===== src/rtl/fft_frame_scheduler_if.sv =====
// rtl/fft_frame_scheduler_if.sv - sample stream, buffer write bus and FFT handshake bundle
interface fft_frame_scheduler_if #(
   parameter int FFT_POINTS = 512,
   parameter int DATA_WIDTH = 24,
   parameter int CNT_WIDTH  = 16
);
   localparam int AW = $clog2(FFT_POINTS) + 1;

   logic                  i_enable;
   logic                  i_sample_valid;
   logic [DATA_WIDTH-1:0] i_sample;
   logic                  o_buf_wr_en;
   logic [AW-1:0]         o_buf_wr_addr;
   logic [DATA_WIDTH-1:0] o_buf_wr_data;
   logic                  o_read_bank;
   logic                  o_data_ready;
   logic                  i_fft_busy;
   logic                  i_fft_done;
   logic                  i_clear_overrun;
   logic                  o_overrun;
   logic [CNT_WIDTH-1:0]  o_frame_count;
   logic [CNT_WIDTH-1:0]  o_drop_count;

   // scheduler side
   modport slave (
      input  i_enable, i_sample_valid, i_sample, i_fft_busy, i_fft_done, i_clear_overrun,
      output o_buf_wr_en, o_buf_wr_addr, o_buf_wr_data, o_read_bank, o_data_ready,
             o_overrun, o_frame_count, o_drop_count
   );

   // front end / FFT controller side
   modport master (
      output i_enable, i_sample_valid, i_sample, i_fft_busy, i_fft_done, i_clear_overrun,
      input  o_buf_wr_en, o_buf_wr_addr, o_buf_wr_data, o_read_bank, o_data_ready,
             o_overrun, o_frame_count, o_drop_count
   );
endinterface


===== src/rtl/fft_frame_scheduler.sv =====
// rtl/fft_frame_scheduler.sv - ping-pong sample buffer writer and FFT frame hand-off
module fft_frame_scheduler #(
   parameter int FFT_POINTS = 512,
   parameter int DATA_WIDTH = 24,
   parameter int CNT_WIDTH  = 16
) (
   input logic                  clk,
   input logic                  reset_n,
   fft_frame_scheduler_if.slave io_sched
);
   localparam int PW = $clog2(FFT_POINTS);

   typedef enum logic       {W_FILL, W_HOLD} wr_state_t;
   typedef enum logic [1:0] {R_IDLE, R_START, R_BUSY} rd_state_t;

   wr_state_t             r_wr_state, w_wr_state_nxt;
   rd_state_t             r_rd_state, w_rd_state_nxt;
   logic                  r_wr_bank;
   logic [PW-1:0]         r_wr_ptr;
   logic                  r_read_bank;
   logic                  r_full;          // last word of a bank accepted in the previous cycle
   logic                  r_buf_wr_en;
   logic [PW:0]           r_buf_wr_addr;
   logic [DATA_WIDTH-1:0] r_buf_wr_data;
   logic                  r_overrun;
   logic [CNT_WIDTH-1:0]  r_frame_count;
   logic [CNT_WIDTH-1:0]  r_drop_count;
   logic                  w_data_ready;

   logic                  w_in;
   logic                  w_done;
   logic                  w_handoff;
   logic                  w_accept;
   logic                  w_drop;
   logic                  w_bank_eff;
   logic [PW-1:0]         w_ptr_eff;

   assign w_in   = io_sched.i_enable & io_sched.i_sample_valid;
   // done only counts while the FFT actually owns a frame
   assign w_done = (r_rd_state == R_BUSY) & io_sched.i_fft_done;
   // a full bank (just completed or pending) moves to the reader once the reader is free
   assign w_handoff = (r_full | (r_wr_state == W_HOLD)) & ((r_rd_state == R_IDLE) | w_done);
   // in the completion cycle a sample may only land if the other bank was freed right now
   assign w_accept  = w_in & (r_wr_state == W_FILL) & (~r_full | w_handoff);
   assign w_drop    = w_in & ~w_accept;
   assign w_bank_eff = w_handoff ? ~r_wr_bank : r_wr_bank;
   assign w_ptr_eff  = w_handoff ? '0 : r_wr_ptr;

   // state registers for writer and reader FSMs
   always_ff @(posedge clk or negedge reset_n) begin
      if (!reset_n) begin
         r_wr_state <= W_FILL;
         r_rd_state <= R_IDLE;
      end else begin
         r_wr_state <= w_wr_state_nxt;
         r_rd_state <= w_rd_state_nxt;
      end
   end

   // next-state logic: writer parks on a full bank, reader walks idle/start/busy
   always_comb begin
      w_wr_state_nxt = r_wr_state;
      w_rd_state_nxt = r_rd_state;
      case (r_wr_state)
         W_FILL:  if (r_full && !w_handoff) w_wr_state_nxt = W_HOLD;
         W_HOLD:  if (w_handoff) w_wr_state_nxt = W_FILL;
         default: w_wr_state_nxt = W_FILL;
      endcase
      case (r_rd_state)
         R_IDLE:  if (w_handoff) w_rd_state_nxt = R_START;
         R_START: if (io_sched.i_fft_busy) w_rd_state_nxt = R_BUSY;
         R_BUSY:  if (io_sched.i_fft_done) w_rd_state_nxt = w_handoff ? R_START : R_IDLE;
         default: w_rd_state_nxt = R_IDLE;
      endcase
   end

   // reader request is asserted only while a handed-off frame awaits the FFT
   always_comb begin
      w_data_ready = 1'b0;
      if (r_rd_state == R_START) w_data_ready = 1'b1;
   end

   // write pointer, bank ownership, buffer write port and statistics
   always_ff @(posedge clk or negedge reset_n) begin
      if (!reset_n) begin
         r_wr_bank     <= 1'b0;
         r_wr_ptr      <= '0;
         r_read_bank   <= 1'b0;
         r_full        <= 1'b0;
         r_buf_wr_en   <= 1'b0;
         r_buf_wr_addr <= '0;
         r_buf_wr_data <= '0;
         r_overrun     <= 1'b0;
         r_frame_count <= '0;
         r_drop_count  <= '0;
      end else begin
         r_buf_wr_en <= w_accept;
         r_full      <= w_accept & (w_ptr_eff == PW'(FFT_POINTS - 1));
         if (w_accept) begin
            r_buf_wr_addr <= {w_bank_eff, w_ptr_eff};
            r_buf_wr_data <= io_sched.i_sample;
         end
         if (!io_sched.i_enable)
            r_wr_ptr <= '0;
         else if (w_accept)
            r_wr_ptr <= w_ptr_eff + PW'(1);
         else
            r_wr_ptr <= w_ptr_eff;
         if (w_handoff) begin
            r_read_bank   <= r_wr_bank;
            r_wr_bank     <= ~r_wr_bank;
            r_frame_count <= r_frame_count + CNT_WIDTH'(1);
         end
         if (w_drop && (r_drop_count != '1))
            r_drop_count <= r_drop_count + CNT_WIDTH'(1);
         if (w_drop)
            r_overrun <= 1'b1;
         else if (io_sched.i_clear_overrun)
            r_overrun <= 1'b0;
      end
   end

   assign io_sched.o_buf_wr_en   = r_buf_wr_en;
   assign io_sched.o_buf_wr_addr = r_buf_wr_addr;
   assign io_sched.o_buf_wr_data = r_buf_wr_data;
   assign io_sched.o_read_bank   = r_read_bank;
   assign io_sched.o_data_ready  = w_data_ready;
   assign io_sched.o_overrun     = r_overrun;
   assign io_sched.o_frame_count = r_frame_count;
   assign io_sched.o_drop_count  = r_drop_count;
endmodule


===== src/flat_wrapper.sv =====
// flat-port wrapper written by rule: the top's interface ports become plain ports
module fft_frame_scheduler_flat 
#(
   parameter int FFT_POINTS = 512,
   parameter int DATA_WIDTH = 24,
   parameter int CNT_WIDTH  = 16
)
  (clk, reset_n, io_sched_i_enable, io_sched_i_sample_valid, io_sched_i_sample, io_sched_i_fft_busy, io_sched_i_fft_done, io_sched_i_clear_overrun, io_sched_o_buf_wr_en, io_sched_o_buf_wr_addr, io_sched_o_buf_wr_data, io_sched_o_read_bank, io_sched_o_data_ready, io_sched_o_overrun, io_sched_o_frame_count, io_sched_o_drop_count);
  fft_frame_scheduler_if #(.FFT_POINTS(FFT_POINTS), .DATA_WIDTH(DATA_WIDTH), .CNT_WIDTH(CNT_WIDTH)) io_sched_i ();
  input logic clk;
  input logic reset_n;
  input wire logic [$bits(io_sched_i.i_enable)-1:0] io_sched_i_enable;
  input wire logic [$bits(io_sched_i.i_sample_valid)-1:0] io_sched_i_sample_valid;
  input wire logic [$bits(io_sched_i.i_sample)-1:0] io_sched_i_sample;
  input wire logic [$bits(io_sched_i.i_fft_busy)-1:0] io_sched_i_fft_busy;
  input wire logic [$bits(io_sched_i.i_fft_done)-1:0] io_sched_i_fft_done;
  input wire logic [$bits(io_sched_i.i_clear_overrun)-1:0] io_sched_i_clear_overrun;
  output wire logic [$bits(io_sched_i.o_buf_wr_en)-1:0] io_sched_o_buf_wr_en;
  output wire logic [$bits(io_sched_i.o_buf_wr_addr)-1:0] io_sched_o_buf_wr_addr;
  output wire logic [$bits(io_sched_i.o_buf_wr_data)-1:0] io_sched_o_buf_wr_data;
  output wire logic [$bits(io_sched_i.o_read_bank)-1:0] io_sched_o_read_bank;
  output wire logic [$bits(io_sched_i.o_data_ready)-1:0] io_sched_o_data_ready;
  output wire logic [$bits(io_sched_i.o_overrun)-1:0] io_sched_o_overrun;
  output wire logic [$bits(io_sched_i.o_frame_count)-1:0] io_sched_o_frame_count;
  output wire logic [$bits(io_sched_i.o_drop_count)-1:0] io_sched_o_drop_count;
  assign io_sched_i.i_enable = io_sched_i_enable;
  assign io_sched_i.i_sample_valid = io_sched_i_sample_valid;
  assign io_sched_i.i_sample = io_sched_i_sample;
  assign io_sched_i.i_fft_busy = io_sched_i_fft_busy;
  assign io_sched_i.i_fft_done = io_sched_i_fft_done;
  assign io_sched_i.i_clear_overrun = io_sched_i_clear_overrun;
  assign io_sched_o_buf_wr_en = io_sched_i.o_buf_wr_en;
  assign io_sched_o_buf_wr_addr = io_sched_i.o_buf_wr_addr;
  assign io_sched_o_buf_wr_data = io_sched_i.o_buf_wr_data;
  assign io_sched_o_read_bank = io_sched_i.o_read_bank;
  assign io_sched_o_data_ready = io_sched_i.o_data_ready;
  assign io_sched_o_overrun = io_sched_i.o_overrun;
  assign io_sched_o_frame_count = io_sched_i.o_frame_count;
  assign io_sched_o_drop_count = io_sched_i.o_drop_count;
  fft_frame_scheduler #(.FFT_POINTS(FFT_POINTS), .DATA_WIDTH(DATA_WIDTH), .CNT_WIDTH(CNT_WIDTH)) u_core (.clk(clk), .reset_n(reset_n), .io_sched(io_sched_i));
endmodule

===== config.mk =====
export PLATFORM = sky130hd
export DESIGN_NAME = fft_frame_scheduler_flat
export DESIGN_NICKNAME = d
export VERILOG_FILES = /design/src/rtl/fft_frame_scheduler_if.sv /design/src/rtl/fft_frame_scheduler.sv /design/src/flat_wrapper.sv
export SDC_FILE = /design/constraint.sdc
export NUM_CORES = 1
export LEC_CHECK = 0
export ABC_AREA = 1
export CAP_MARGIN = 20
export CORE_UTILIZATION = 55
export DETAILED_ROUTE_END_ITERATION = 12
export DONT_BUFFER_PORTS = 1
export HOLD_SLACK_MARGIN = 0.03
export PLACE_DENSITY = 0.79
export SETUP_SLACK_MARGIN = 0.2
export SLEW_MARGIN = 40
export SYNTH_ARGS = -nofsm -noshare
export SYNTH_HDL_FRONTEND = slang
export SYNTH_SLANG_ARGS = --single-unit

===== constraint.sdc =====
create_clock -name clk -period 2.2 [get_ports clk]
set_input_delay 0.44 -clock clk [delete_from_list [all_inputs] [get_ports clk]]
set_output_delay 0.44 -clock clk [all_outputs]
set_load 0.05 [all_outputs]

==> results.cfg <==
[finish]
area_growth_pct = 12.0
n_antenna_cell = 0
fillerInstances = 569
stdcell_count = 587
drive_gt1_share_pct = 13.8
final_nets = 521

[sta]
finClkSkew_ps = 5.66
rsz0062_at_grt = false
fmax_mhz = 569
slew_headroom_pct = 60.7
min_period_ps = 1760
tns_ps = 0
whs_ps = -208
timing.final.crit_share_pct = 79.8
setup_viol = 0
final_hold_viol_count = 83
tightestPinTransition_ps = 590
final-max-slew-violation-count = 0

[global_routing]
grtUsageMet1_pct = 25.7
grt_pass1_wl_mm = 12.7
grt_max_degree = 84
use_met3_pct = 6.93
grt.busiest_layer = met2
grt_pass1_vias = 2990
use_met2_pct = 38.5
antenna_found_initial = 0
overflow = 0
grt_usage_pct = 22.2

[power_and_ir_drop]
power_per_cell_area_mw_per_mm2 = 903
vdd_drop_max_mv = 0.450
p_leak_nw = 2.19

[critical_path]
crit_path_start_kind = flip-flop
cp-end-kind = flip-flop
cp_max_fo = 17
worst_ep_required_time_ps = 2410
worstPathBufferInverterCount = 1
timing.rr.start = u_core.r_rd_state[1]
reg2reg_slack_ps = 440
worstPathCellList = nand2_2 > nand3_2 > buf_4 > nand2_1 > nor3_1 > ha_1 > o21ai_0 > a21oi_1
arrival_ps = 1970
critPathLaunch = u_core.r_rd_state[1]
slowest_stage = dfrtp_1
slowest_delay_ps = 420
cp_top_family = simple AND/OR/NAND/NOR gates
critPathKind = reg2reg

[synthesis]
ys_seq_area_share_pct = 53.5
synth_common_cells = nand2_1, dfrtp_1, inv_1
yosysUniqueCellTypes = 31
synth-seq-cells = 83
synth_edf_count = 0
syn_area_per_cell_um2 = 8.52
syn_area_mm2 = 0.00388
ys.flop_type = dfrtp_1
synth_top_area_share_pct = 53.5
synth_most_common_cell = nand2_1
synth.area.top_cells = dfrtp_1, nand2_1, inv_1, xor2_1, nor2_1
synth_nets = 490
yosysTopAreaCell = dfrtp_1
synthArstFlopShare_pct = 100
syn_inst = 456
yosysWarnings = 0

[detailed_routing]
totalWireLength_mm = 7.47
viasPerCell = 4.99
drc = 0
dr_total_vias = 2927
wl_per_cell_um = 12.7
antenna_left = 0
drt_first_pass_iters = 5
drt_iter0_drc = 158

[clocking]
htreeDepth = 3
root_buffer = clkbuf_8
cts_tree = done
insertion_delay_ps = 340
clock_sinks = 83
cts.repair.resized = 0
post-cts-setup-buffers = 0
clk_transition_reported_paths_ps = 80
clk_path_buf_depth = 2
cts_made_buffers = 9

[flow_run]
drv_cap = 0

[placed_design]
dp_cells = 572
place_congestion = 0.805
io_buffers = 0
dp_hpwl_mm = 5.28

[run_status]
status = finished with violations
violations = hold timing

[floorplanning]
die_w_um = 86.0
die_h_um = 86.0
dieArea_mm2 = 0.00740
core-area_mm2 = 0.00679
start_util_pct = 57.2
ios = 101
row_count = 30

[min_path]
hold_path_class = in2async
==> stage by stage <==
| step | area [um2] | utilization, % | hold slack [ps] | setup slack (ps) | total power (W) |
|---|---|---|---|---|---|
| after global placement | 4180 | 61.5 | 146 | 438 | 0.00292 |
| after floorplan | 3880 | - | 144 | 231 | 0.00273 |
| after CTS | 4350 | 64.0 | -228 | 444 | 0.00396 |
| final | 4350 | 64.0 | -208 | 444 | 0.00393 |
| after detailed placement | 4180 | 61.5 | 146 | 388 | 0.00294 |
| after global routing | 4350 | 64.0 | -239 | 239 | 0.00411 |
==> final cells by class <==
class	count	area, um2	area share (%)
tap	96	120	2.76
sequential	83	2080	47.7
clock buffer	12	135	3.11
multi-input combinational	322	1590	36.6
inverter	39	146	3.36
clock inverter	3	40.0	0.920
timing repair buffer	32	240	5.52
==> final timing paths <==
check	end	cells past startpoint
min	u_core.io_sched.o_frame_count[15]	0
min in group clk	u_core.r_rd_state[0]	1
max in group asynchronous	u_core.io_sched.o_buf_wr_addr[5]	0
max	u_core.r_wr_ptr[8]	8
max reg2reg	u_core.r_wr_ptr[8]	8
min reg2reg	u_core.r_wr_bank	1
==> flip-flops by register name, indices dropped and copies added (netlist names) <==
| name | count |
|---|---|
| u_core.io_sched.o_frame_count | 16 |
| u_core.r_wr_state | 1 |
| u_core.r_rd_state | 2 |
| u_core.io_sched.o_read_bank | 1 |
| u_core.r_wr_ptr | 9 |
| u_core.io_sched.o_drop_count | 16 |
| u_core.io_sched.o_buf_wr_addr | 10 |
| u_core.io_sched.o_buf_wr_data | 24 |
| u_core.r_full | 1 |
| u_core.io_sched.o_overrun | 1 |
| u_core.io_sched.o_buf_wr_en | 1 |
| u_core.r_wr_bank | 1 |
==> layer usage <==
layer,share of wire [%],vias up
met5,0,-
met3,5.0,6
li1,-,1490
met1,45,1348
met4,1.2,0
met2,48,83
==> worst reg2reg max path: cells and delay by family (launching register included) <==
kind            cells  cell delay [ps]
buf+inv             1              220
flops               1              420
simple gates        4              520
compound gates      2              220
fa+ha+maj           1              250
==> power by group <==
| group | internal, W | switching, W |
|---|---|---|
| sequential | 0.00169 | 0.000436 |
| combinational | 0.000245 | 0.000543 |
| clock | 0.000517 | 0.000503 |
==> cell usage in the layout, fill, tap and decap left out, types with 2 or more instances in the layout <==
cell type,Yosys,layout
a21oi_1,9,9
dfrtp_1,83,83
nor3_1,8,8
nand2_4,2,2
inv_1,36,36
nand3_1,18,18
inv_2,2,2
clkbuf_8,0,9
nand3b_1,2,2
buf_4,0,32
xor2_1,15,15
nand3_2,2,2
clkinv_2,0,2
nand2_1,177,177
nor2_1,33,33
nand2_2,2,2
clkbuf_1,2,3
xnor2_1,8,8
o21ai_2,8,8
nand4_1,8,8
ha_1,3,3
o21ai_0,16,16
nor2_4,3,3
==> logic make-up after synthesis <==
| group | after synthesis | synth area share, % |
|---|---|---|
| and+or+nand+nor | 262 | 29.6 |
| DFF | 83 | 53.5 |
| buffers and inverters | 51 | 5.57 |
| AOI/OAI and AO/OA | 34 | 5.22 |
| xor gates and xnor gates | 23 | 5.19 |
| adders and majority gates | 3 | 0.966 |
(Power assumes the default switching activity.)
